### src/rtl/bin2bcd_display.sv
// Sequential binary-to-BCD converter (shift-and-add-3) feeding an 8-digit 7-segment display.
// A result is published only on the completion edge, so the display never shows partial digits.
module bin2bcd_display #(
  parameter logic [31:0] ERR_CODE = 32'hEEEE_EEEE
) (
  input  logic        clk,
  input  logic        rst_n,
  input  logic        start,
  input  logic [31:0] bin_in,
  output logic        busy,
  output logic        done,
  output logic        ovf,
  output logic [31:0] bcd_out
);

  localparam int unsigned W      = 32;
  localparam int unsigned DIGITS = 8;
  localparam int unsigned CW     = 5;
  localparam logic [W-1:0]  MAX_DEC  = W'(99_999_999);
  localparam logic [CW-1:0] LAST_CNT = CW'(W - 1);

  typedef enum logic [1:0] {
    IDLE  = 2'd0,
    SHIFT = 2'd1,
    DONE  = 2'd2
  } state_t;

  state_t        state_q, state_d;
  logic [W-1:0]  shift_q, shift_d;
  logic [W-1:0]  work_q, work_d;
  logic [CW-1:0] cnt_q, cnt_d;
  logic          ovf_pend_q, ovf_pend_d;
  logic [W-1:0]  bcd_d;
  logic          ovf_d, done_d, busy_d;
  logic [W-1:0]  adj_work;

  // Digits >= 5 get +3 so that the following left shift carries correctly into the next decade.
  function automatic logic [W-1:0] add3(input logic [W-1:0] w);
    logic [W-1:0] r;
    r = w;
    for (int unsigned i = 0; i < DIGITS; i++) begin
      if (w[4*i +: 4] >= 4'd5) r[4*i +: 4] = w[4*i +: 4] + 4'd3;
    end
    return r;
  endfunction

  always_comb begin
    state_d    = state_q;
    shift_d    = shift_q;
    work_d     = work_q;
    cnt_d      = cnt_q;
    ovf_pend_d = ovf_pend_q;
    bcd_d      = bcd_out;
    ovf_d      = ovf;
    done_d     = 1'b0;
    adj_work   = add3(work_q);

    case (state_q)
      IDLE: begin
        if (start) begin
          state_d    = SHIFT;
          shift_d    = bin_in;
          work_d     = '0;
          cnt_d      = '0;
          ovf_pend_d = (bin_in > MAX_DEC);
        end
      end
      SHIFT: begin
        work_d  = {adj_work[W-2:0], shift_q[W-1]};
        shift_d = {shift_q[W-2:0], 1'b0};
        cnt_d   = cnt_q + CW'(1);
        if (cnt_q == LAST_CNT) begin
          state_d = DONE;
          done_d  = 1'b1;
          bcd_d   = ovf_pend_q ? ERR_CODE : work_d;
          ovf_d   = ovf_pend_q;
        end
      end
      DONE:    state_d = IDLE;
      default: state_d = IDLE;
    endcase

    // Registered copy of (state != IDLE), taken from the state being entered.
    busy_d = (state_d != IDLE);
  end

  always_ff @(posedge clk or negedge rst_n) begin
    if (!rst_n) begin
      state_q    <= IDLE;
      shift_q    <= '0;
      work_q     <= '0;
      cnt_q      <= '0;
      ovf_pend_q <= 1'b0;
      bcd_out    <= '0;
      ovf        <= 1'b0;
      done       <= 1'b0;
      busy       <= 1'b0;
    end else begin
      state_q    <= state_d;
      shift_q    <= shift_d;
      work_q     <= work_d;
      cnt_q      <= cnt_d;
      ovf_pend_q <= ovf_pend_d;
      bcd_out    <= bcd_d;
      ovf        <= ovf_d;
      done       <= done_d;
      busy       <= busy_d;
    end
  end

endmodule

### config.mk
export PLATFORM = sky130hd
export DESIGN_NAME = bin2bcd_display
export DESIGN_NICKNAME = d
export VERILOG_FILES = /design/src/rtl/bin2bcd_display.sv
export SDC_FILE = /design/constraint.sdc
export NUM_CORES = 1
export LEC_CHECK = 0
export BUFFER_PORTS_ARGS = -buffer_cell sky130_fd_sc_hd__buf_2
export CORE_MARGIN = 2
export CORE_UTILIZATION = 30
export DETAILED_ROUTE_END_ITERATION = 7
export PLACE_DENSITY = 0.56
export SLEW_MARGIN = 20
export SYNTH_ARGS = -nofsm -noshare
export SYNTH_HDL_FRONTEND = slang
export SYNTH_SLANG_ARGS = --single-unit
### constraint.sdc
create_clock -name clk -period 1.65 [get_ports clk]
set_input_delay 0 -clock clk [delete_from_list [all_inputs] [get_ports clk]]
set_output_delay 0 -clock clk [all_outputs]
set_load 0.02 [all_outputs]
==> results of run 1 <==
## routing by layer
layer	vias up	wire length (microns)
li1	2071	-
met1	2096	5700
met2	102	6460
met3	14	678
met4	0	182
met5	-	0
## cells by family (layout without fill, tap and decap cells)
| kind of cell | after synthesis | in the layout | synth area share |
|---|---|---|---|
| AND/OR/NAND/NOR | 189 | 189 | 0.175 |
| AO/OA/AOI/OAI | 146 | 146 | 0.170 |
| adder cells (fa/ha/maj) | 18 | 18 | 0.0450 |
| flip-flops | 107 | 107 | 0.534 |
| buffers and inverters | 48 | 171 | 0.0435 |
| multiplexers | 8 | 8 | 0.0180 |
| XOR/XNOR | 8 | 8 | 0.0140 |
## power groups by stage
stage | Sequential [mW] | Clock, mW | Combinational, mW
after detailed placement | 4.70 | 0 | 5.34
after global placement | 4.64 | 0 | 5.14
final | 4.70 | 2.12 | 5.63
after floorplan | 4.86 | 0 | 3.44
after CTS | 4.66 | 2.20 | 5.46
after global routing | 4.86 | 2.31 | 6.34
## synthesized netlist by cell type, types with 2 or more instances
cell | instances | share of area
dfrtp_1 | 107 | 0.53
o22ai_1 | 31 | 0.039
o31ai_1 | 6 | 0.0090
nor2_1 | 96 | 0.072
nand3b_1 | 3 | 0.0045
nor3b_1 | 9 | 0.013
ha_1 | 18 | 0.045
mux2_2 | 8 | 0.018
inv_1 | 17 | 0.013
xnor2_1 | 8 | 0.014
o21ai_0 | 40 | 0.040
nand4_1 | 4 | 0.0050
nand3_1 | 28 | 0.028
clkbuf_1 | 12 | 0.0090
nand2b_1 | 10 | 0.012
buf_6 | 2 | 0.0045
nand2_1 | 28 | 0.021
a32o_1 | 8 | 0.016
a21oi_1 | 54 | 0.054
buf_2 | 14 | 0.014
o21ai_1 | 2 | 0.0020
## worst min path at each step
stage	slack, ns	cells after the start	from	endpoint
after floorplan	-0.30	0	rst_n	bcd_out[0]$_DFFE_PN0P_
after global placement	0.05	1	rst_n	busy$_DFF_PN0_
after detailed placement	0.05	1	rst_n	busy$_DFF_PN0_
after CTS	0.16	5	start	shift_q[0]$_DFFE_PN0P_
after global routing	0.19	5	start	shift_q[0]$_DFFE_PN0P_
final	0.17	5	start	shift_q[0]$_DFFE_PN0P_
## worst reg2reg max path: stages (launching register included)
cell,delay [ns]
dfrtp_1,0.37
ha_2,0.20
and3_4,0.19
ha_4,0.14
nand2_4,0.08
buf_6,0.17
a2111oi_4,0.26
nor2_1,0.07
## through the flow
step	setup TNS [ns]	setup WS, ns	hold slack (ns)	instances	utilization
floorplan	0	0.0831	-0.296	524	-
global placement	0	0.0246	0.0450	814	0.350
detailed placement	-0.0759	-0.0111	0.0528	814	0.350
CTS	0	0.00262	0.161	863	0.390
global route	-0.0440	-0.0440	0.194	867	0.397
finish	0	0.0616	0.174	867	0.397
## sequential cells by signal, indices dropped and copies added (netlist names)
| signal | cells |
|---|---|
| work_q | 32 |
| bcd_out | 32 |
| state_q | 2 |
| cnt_q | 5 |
| ovf | 1 |
| done | 1 |
| busy | 1 |
| shift_q | 32 |
| ovf_pend_q | 1 |
## placed cells by master, fill, tap and decap left out, types with 6 or more instances in the layout
cell type,Yosys,routed
xnor2_1,8,8
inv_1,17,16
o21ai_0,40,34
o22ai_1,31,31
o31ai_1,6,6
a21oi_1,54,47
a21oi_2,0,7
mux2_2,8,8
dfrtp_1,107,107
nand2_1,28,28
buf_4,1,29
o21ai_1,2,8
nor2_1,96,94
buf_2,14,68
nand2b_1,10,8
nor3b_1,9,9
dlygate4sd3_1,0,33
a32o_1,8,8
clkbuf_16,0,9
ha_1,18,14
nand3_1,28,28
## cell type report
type / count / area [sq um]
clock buffers: 12 / 246
repair buffers: 139 / 1020
clock inverters: 2 / 37.5
well taps: 220 / 275
multi-input cells: 369 / 2200
fillers: 1659 / 9930
flip-flops and latches: 107 / 2680
inverters: 18 / 72.6
## what timing repair did
item                       4_1_cts  5_1_grt
cloned                           0        0
gates resized for setup          7       25
hold endpoints to repair        71        0
pin swaps                        1        3
hold buffers                    33        0
buffers inserted                 2        4
setup endpoints to repair       19       62
==> flow_metrics.tcl, run 1 <==
set metrics [dict create \
    status "complete, no violations" \
    die_h_microns 133 \
    power_mw 12.5 \
    core_sq_mm 0.0165 \
    top_usage_layer "met2" \
    maxSlewViolCount 0 \
    synth.cell_area_sq_mm 0.00501 \
    cp_data_required_time_ns 1.88 \
    syn_inst 524 \
    r2r-start "cnt_q[1]$_DFFE_PN0P_" \
    slowest_stage "dfrtp_1" \
    power_leakage_nw 2.83 \
    slew_headroom 0.595 \
    r2r_slack_ns 0.06 \
    yosys_register_bits 107 \
    via_count 4283 \
    crit_path_end "bcd_out[31]$_DFFE_PN0P_" \
    setup_violations 0 \
    grt_pass1_vias 4343 \
    cp.depth 7 \
    gp_congestion 0.833 \
    start_kind "register" \
    dieWidth_microns 133 \
    io-pin-count 70 \
    initial_core_util 0.304 \
    synth-edff-count 0 \
    grt_use_met2 0.256 \
    cts_buffers 9 \
    holdCritPathClass "in -> reg" \
    grt_overflow 0 \
    rsz0062_at_grt "true" \
    p_sw_mw 4.97 \
    synthToLayoutAreaGrowth_pct 30.4 \
    synth_cell_types 40 \
    clockBufferDepth 2 \
    rr_worst_depth 7 \
    drt_drc_violations_left 0 \
    grt_use_met1 0.186 \
    critPathArrivalTime_ns 1.82 \
    drt_iter0_drc 175 \
    routed_via_density 4.94 \
    min_period_over_period 0.963 \
    power_density_mw_per_mm2 1910 \
    clkPwrFrac 0.171 \
    avgSynthCellArea_sq_um 9.56 \
    clock-sinks 107 \
    synth_nets 577 \
    cts_tree "yes" \
    yosys_most_used_dff "dfrtp_1" \
    crit_family "flip-flops" \
    clk_latency_ns 0.35 \
    grt_antenna_before_repair 0 \
    seqPwrFrac 0.377 \
    die-area_sq_mm 0.0177 \
    crit_path_max_fanout 10 \
    async_flop_share 1.00 \
    path_cells "ha_2 > and3_4 > ha_4 > nand2_4 > buf_6 > a2111oi_4 > nor2_1" \
    wl_per_cell_microns 15.0 \
    grt.total_usage 0.150 \
    end_kind "register" \
    ys_warn_count 0 \
    fmax_mhz 630 \
    post-route-cell-area_sq_mm 0.00654 \
    grt_max_degree 48 \
    crit_buf_inv 1 \
    period_needed_ns 1.59 \
    fin_skew_ns 0.00686 \
    share_comb_of_total_power 0.452 \
    vdd_drop_max_mv 0.834 \
    yosysSeqAreaShare 0.534 \
    worstSetupPathType "reg -> reg" \
    cap_viol_max_count 0 \
    rows 47 \
    p_int_mw 7.48 \
    clk_pin_slew_worst_paths_ns 0.06 \
    startpoint "cnt_q[1]$_DFFE_PN0P_" \
    io_buffers 69 \
    switching_share 0.399 \
    drive_gt1_frac 0.235 \
    root_buffer "clkbuf_16" \
    dp_hpwl_microns 8550 \
    tightest_slew_ns 0.608 \
    hold_violations 0 \
    met3_usage 0.0388 \
    ant_nets 0 \
    diodes 0 \
    dpl_cell_area_sq_mm 0.00576 \
    fin_nets 697 \
    grt_pass1_wl_microns 21300 \
    routed_wl_microns 13000 \
    cts_max_level 3 \
    reg2reg_to "bcd_out[31]$_DFFE_PN0P_" \
    max_stage_delay_ns 0.37 \
    firstDrtPassIters 4 \
]
No activity file was read; power rests on OpenSTA's default activity.
==> inputs of run 2 (changes only) <==
Settings changed: RECOVER_POWER set to 25.
==> run 2 against run 1 <==
- cell count unchanged
- non-clock buffer count unchanged
- clock skew about the same
- critical path depth unchanged
- combinational power about the same
- flip-flop and latch count unchanged
- clock power about the same
- critical path type unchanged
- critical endpoint unchanged
- largest cell class unchanged
- largest power group unchanged
==> flow_metrics.tcl, run 2 (synthesis gave the netlist of run 1 again) <==
set metrics [dict create \
    dp_hpwl_microns 8550 \
    grt_pass1_wl_microns 21300 \
    cp_data_required_time_ns 1.88 \
    io_buffers 69 \
    slew_headroom 0.212 \
    grt_overflow 0 \
    rsz0062_at_grt "true" \
    fin_nets 697 \
    start_kind "register" \
    crit_family "flip-flops" \
    drt_drc_violations_left 0 \
    routed_wl_microns 13000 \
    crit_buf_inv 1 \
    tightest_slew_ns 1.18 \
    fin_skew_ns 0.00686 \
    firstDrtPassIters 4 \
    fmax_mhz 630 \
    clock-sinks 107 \
    max_stage_delay_ns 0.37 \
    status "complete, no violations" \
    synthToLayoutAreaGrowth_pct 30.4 \
    clk_pin_slew_worst_paths_ns 0.06 \
    grt.total_usage 0.150 \
    share_comb_of_total_power 0.452 \
    cts_buffers 9 \
    initial_core_util 0.304 \
    power_leakage_nw 2.83 \
    whs_ns 0.174 \
    vdd_drop_max_mv 0.834 \
    clockBufferDepth 2 \
    grt_pass1_vias 4343 \
    switching_share 0.399 \
    fillCellCount 1659 \
    grt_max_degree 48 \
    grt_use_met2 0.256 \
    seqPwrFrac 0.377 \
    worstSetupPathType "reg -> reg" \
    end_kind "register" \
    grt_antenna_before_repair 0 \
    p_sw_mw 4.97 \
    power_density_mw_per_mm2 1910 \
    fin_util 0.397 \
    cts_tree "yes" \
    slowest_stage "dfrtp_1" \
    core_sq_mm 0.0165 \
    die-area_sq_mm 0.0177 \
    top_usage_layer "met2" \
    path_cells "ha_2 > and3_4 > ha_4 > nand2_4 > buf_6 > a2111oi_4 > nor2_1" \
    p_int_mw 7.48 \
    via_count 4282 \
    root_buffer "clkbuf_16" \
    min_period_over_period 0.963 \
    diodes 0 \
    cap_viol_max_count 0 \
    period_needed_ns 1.59 \
    drt_iter0_drc 175 \
    met3_usage 0.0388 \
    grt_use_met1 0.186 \
    routed_via_density 4.94 \
    clk_latency_ns 0.35 \
    cts_max_level 3 \
    clkPwrFrac 0.171 \
    layout_commonest_cell "dfrtp_1" \
    hold_violations 0 \
    critPathArrivalTime_ns 1.82 \
    setup_violations 0 \
    top_regs "bcd_out (32), shift_q (32), work_q (32)" \
    rows 47 \
    wl_per_cell_microns 15.0 \
    die_h_microns 133 \
    maxSlewViolCount 0 \
    ant_nets 0 \
    io-pin-count 70 \
    gp_congestion 0.833 \
    layout_common_cells "dfrtp_1 (107), nor2_1 (94), buf_2 (68)" \
    holdCritPathClass "in -> reg" \
    drive_gt1_frac 0.235 \
    dieWidth_microns 133 \
    crit_path_max_fanout 10 \
]
-- run 2: worst register-to-register path, stage by stage (launching register included) --
cell and delay [ns]:
dfrtp_1 0.37, ha_2 0.20, and3_4 0.19, ha_4 0.14
nand2_4 0.08, buf_6 0.17, a2111oi_4 0.26, nor2_1 0.07
-- run 2: final timing paths --
path / startpoint / end / slack, ns / depth (start not counted)
worst max-delay path: cnt_q[1]$_DFFE_PN0P_ / bcd_out[31]$_DFFE_PN0P_ / 0.06 / 7
worst min-delay path: start / shift_q[0]$_DFFE_PN0P_ / 0.17 / 5
worst max register to register: cnt_q[1]$_DFFE_PN0P_ / bcd_out[31]$_DFFE_PN0P_ / 0.06 / 7
worst min register to register: bcd_out[8]$_DFFE_PN0P_ / bcd_out[8]$_DFFE_PN0P_ / 0.47 / 2
max in group asynchronous: rst_n / bcd_out[8]$_DFFE_PN0P_ / 0.50 / 3
min in group asynchronous: rst_n / shift_q[9]$_DFFE_PN0P_ / 0.42 / 2
-- run 2: final cells by class --
class | count | area, sq um | share of cell area
Clock inverter | 2 | 37.5 | 0.00575
Multi-Input combinational cell | 369 | 2200 | 0.337
Clock buffer | 12 | 246 | 0.0377
Sequential cell | 107 | 2680 | 0.410
Tap cell | 220 | 275 | 0.0421
Timing Repair Buffer | 139 | 1020 | 0.156
Inverter | 18 | 72.6 | 0.0111
-- run 2: metal layers --
metal	vias up	wire length, microns	part of all wire
li1	2071	-	-
met5	-	0	0
met1	2097	5700	0.44
met4	0	182	0.014
met2	100	6460	0.50
met3	14	671	0.052
-- run 2: power groups by stage --
stage                     clock network (mW)  registers, mW  logic, mW
after floorplan                            0           4.86       3.44
after global placement                     0           4.64       5.14
after detailed placement                   0           4.70       5.34
after CTS                               2.20           4.66       5.46
after global routing                    2.31           4.86       6.34
final                                   2.12           4.70       5.63
-- run 2: stage by stage --
step / total power, mW / instances / setup WS, ns / setup TNS, ns / area (sq um)
finish: 12.5 / 867 / 0.0616 / 0 / 6530
global placement: 9.79 / 814 / 0.0246 / 0 / 5760
CTS: 12.3 / 863 / 0.00262 / 0 / 6430
detailed placement: 10.0 / 814 / -0.0111 / -0.0759 / 5760
floorplan: 8.30 / 524 / 0.0831 / 0 / 5010
global route: 13.5 / 867 / -0.0440 / -0.0440 / 6530
-- run 2: repair_timing --
| action | 4_1_cts | 5_1_grt |
|---|---|---|
| gates cloned | 0 | 0 |
| hold buffers | 33 | 0 |
| endpoints found under the setup margin | 19 | 62 |
| gates resized for setup | 7 | 25 |
| setup buffers | 2 | 4 |
| pin swaps | 1 | 3 |
| endpoints found under the hold margin | 71 | 0 |
==> inputs of run 3 (changes only) <==
Settings changed: CORE_UTILIZATION 30 to 35, PLACE_DENSITY 0.56 to 0.6.
Clock period 1.65 ns to 1.5 ns, I/O delays scaled along.
==> run 3 against run 2 <==
- the run now ends with negative setup slack left
- sequential power increased by 12%
- final area increased by 11%
- first-iteration DRC count increased by 63%
- clock-buffer cell count unchanged
- sequential share of layout area decreased by 4.2 points
- non-clock buffer count increased by 32
- register-to-register slack got worse by 0.12 ns
- critical endpoint is now bcd_out[13]$_DFFE_PN0P_
- largest cell class unchanged
- highest routed layer unchanged
==> flow_metrics.tcl, run 3 (synthesis gave the netlist of run 1 again) <==
set metrics [dict create \
    firstDrtPassIters 5 \
    core_sq_mm 0.0139 \
    grt_antenna_before_repair 0 \
    gp_congestion 0.848 \
    via_count 4459 \
    r2r_slack_ns -0.06 \
    wl_per_cell_microns 15.3 \
    end_kind "register" \
    critPathArrivalTime_ns 1.80 \
    holdCritPathClass "in -> reg" \
    grt_overflow 0 \
    slew_headroom 0.534 \
    layout_common_cells "dfrtp_1 (107), nor2_1 (75), buf_2 (68)" \
    drt_iter0_drc 285 \
    crit_family "flip-flops" \
    clockBufferDepth 2 \
    vdd_drop_max_mv 0.838 \
    worstSetupPathType "reg -> reg" \
    die_h_microns 124 \
    cp_data_required_time_ns 1.74 \
    post-route-cell-area_sq_mm 0.00727 \
    cts_tree "yes" \
    slowest_stage "dfrtp_1" \
    min_to "ovf_pend_q$_DFFE_PN0P_" \
    rows 43 \
    cts_max_level 3 \
    r2r-start "cnt_q[1]$_DFFE_PN0P_" \
    cts_buffers 9 \
    hold_path.startpoint "start" \
    hold_violations 0 \
    power_mw 15.9 \
    ant_nets 0 \
    min_period_over_period 1.04 \
    power_density_mw_per_mm2 2190 \
    reg2reg_to "bcd_out[13]$_DFFE_PN0P_" \
    grt_use_met1 0.230 \
    rsz0062_at_grt "true" \
    root_buffer "clkbuf_16" \
    drt_drc_violations_left 0 \
    crit_buf_inv 2 \
    routed_wl_microns 13200 \
    drive_gt1_frac 0.388 \
    period_needed_ns 1.56 \
    layout_commonest_cell "dfrtp_1" \
    dp_hpwl_microns 8300 \
    die-area_sq_mm 0.0153 \
    cap_viol_max_count 0 \
    met3_usage 0.0394 \
    maxSlewViolCount 0 \
    tightest_slew_ns 0.699 \
    io-pin-count 70 \
    top_regs "bcd_out (32), shift_q (32), work_q (32)" \
    tns_ns -0.920 \
    diodes 0 \
    clk_latency_ns 0.35 \
    io_buffers 69 \
    start_kind "register" \
    path_cells "ha_2 > and3_4 > ha_4 > nand2_8 > clkinv_8 > clkbuf_16 > nor2_2 > a21oi_2" \
    routed_via_density 5.18 \
    grt_max_degree 58 \
    grt_pass1_vias 4372 \
    fin_nets 729 \
    final_cells 861 \
    rr_worst_depth 8 \
    worstHoldPathCells 5 \
    max_stage_delay_ns 0.39 \
    fin_ws_ns -0.0561 \
    crit_path_max_fanout 7 \
    grt_pass1_wl_microns 20900 \
    grt.total_usage 0.176 \
    whs_ns 0.165 \
    setup_violations 32 \
    top_usage_layer "met2" \
    status "complete, but fails checks" \
    initial_core_util 0.360 \
    dp.cells 798 \
    fin_skew_ns 0.00947 \
    clk_pin_slew_worst_paths_ns 0.07 \
    dieWidth_microns 124 \
    power_leakage_nw 3.14 \
    clock-sinks 107 \
    fmax_mhz 643 \
    grt_use_met2 0.286 \
    synthToLayoutAreaGrowth_pct 45.2 \
    dpl_cell_area_sq_mm 0.00594 \
    violations "negative setup slack" \
]
==> run 3: cell type report <==
cell class                 instances  area (sq um)
timing repair buffer             171          1300
tap                              180           225
clock buffer                      12           236
sequential                       107          2680
clock inverter                     4          73.8
fill                            1197          6660
inverter                          18          80.1
multi-input combinational        369          2680
==> run 3: worst max path at each step <==
| stage | from | to | slack [ns] | cells past startpoint |
|---|---|---|---|---|
| final | cnt_q[1]$_DFFE_PN0P_ | bcd_out[13]$_DFFE_PN0P_ | -0.06 | 8 |
| after global routing | cnt_q[0]$_DFFE_PN0P_ | bcd_out[22]$_DFFE_PN0P_ | -0.10 | 8 |
| after CTS | state_q[0]$_DFF_PN0_ | cnt_q[3]$_DFFE_PN0P_ | -0.05 | 5 |
| after detailed placement | cnt_q[1]$_DFFE_PN0P_ | bcd_out[9]$_DFFE_PN0P_ | -0.09 | 8 |
| after global placement | cnt_q[1]$_DFFE_PN0P_ | bcd_out[23]$_DFFE_PN0P_ | -0.05 | 8 |
| after floorplan | cnt_q[0]$_DFFE_PN0P_ | bcd_out[29]$_DFFE_PN0P_ | -0.03 | 8 |
==> run 3: repair_timing <==
| item | 4_1_cts | 5_1_grt |
|---|---|---|
| buffers inserted | 6 | 7 |
| endpoints found under the setup margin | 83 | 97 |
| hold buffers | 33 | 0 |
| endpoints found under the hold margin | 140 | 0 |
| pin swaps | 18 | 8 |
| gates resized for setup | 64 | 98 |
| gates cloned | 0 | 1 |
==> run 3: layer usage <==
| metal | up-vias | wire (microns) |
|---|---|---|
| li1 | 2153 | - |
| met5 | - | 0 |
| met3 | 17 | 722 |
| met1 | 2174 | 5770 |
| met4 | 0 | 201 |
| met2 | 115 | 6460 |
==> run 3: through the flow <==
step / util / setup slack (ns)
after floorplan: - / -0.0309
after global routing: 0.522 / -0.104
after global placement: 0.426 / -0.0529
after CTS: 0.490 / -0.0527
final: 0.522 / -0.0561
after detailed placement: 0.426 / -0.0856
==> run 3: worst reg2reg max path: stages (launching register included) <==
cell       delay [ns]
dfrtp_1          0.39
ha_2             0.19
and3_4           0.18
ha_4             0.17
nand2_8          0.11
clkinv_8         0.09
clkbuf_16        0.18
nor2_2           0.09
a21oi_2          0.03
==> run 3: report_power, final <==
| part | internal, mW | leakage (nW) | total, mW | switching [mW] |
|---|---|---|---|---|
| clock | 1.47 | 0.151 | 2.52 | 1.05 |
| sequential | 4.17 | 1.23 | 5.26 | 1.09 |
| combinational | 4.01 | 1.76 | 8.15 | 4.15 |
| total | 9.64 | 3.14 | 15.9 | 6.29 |
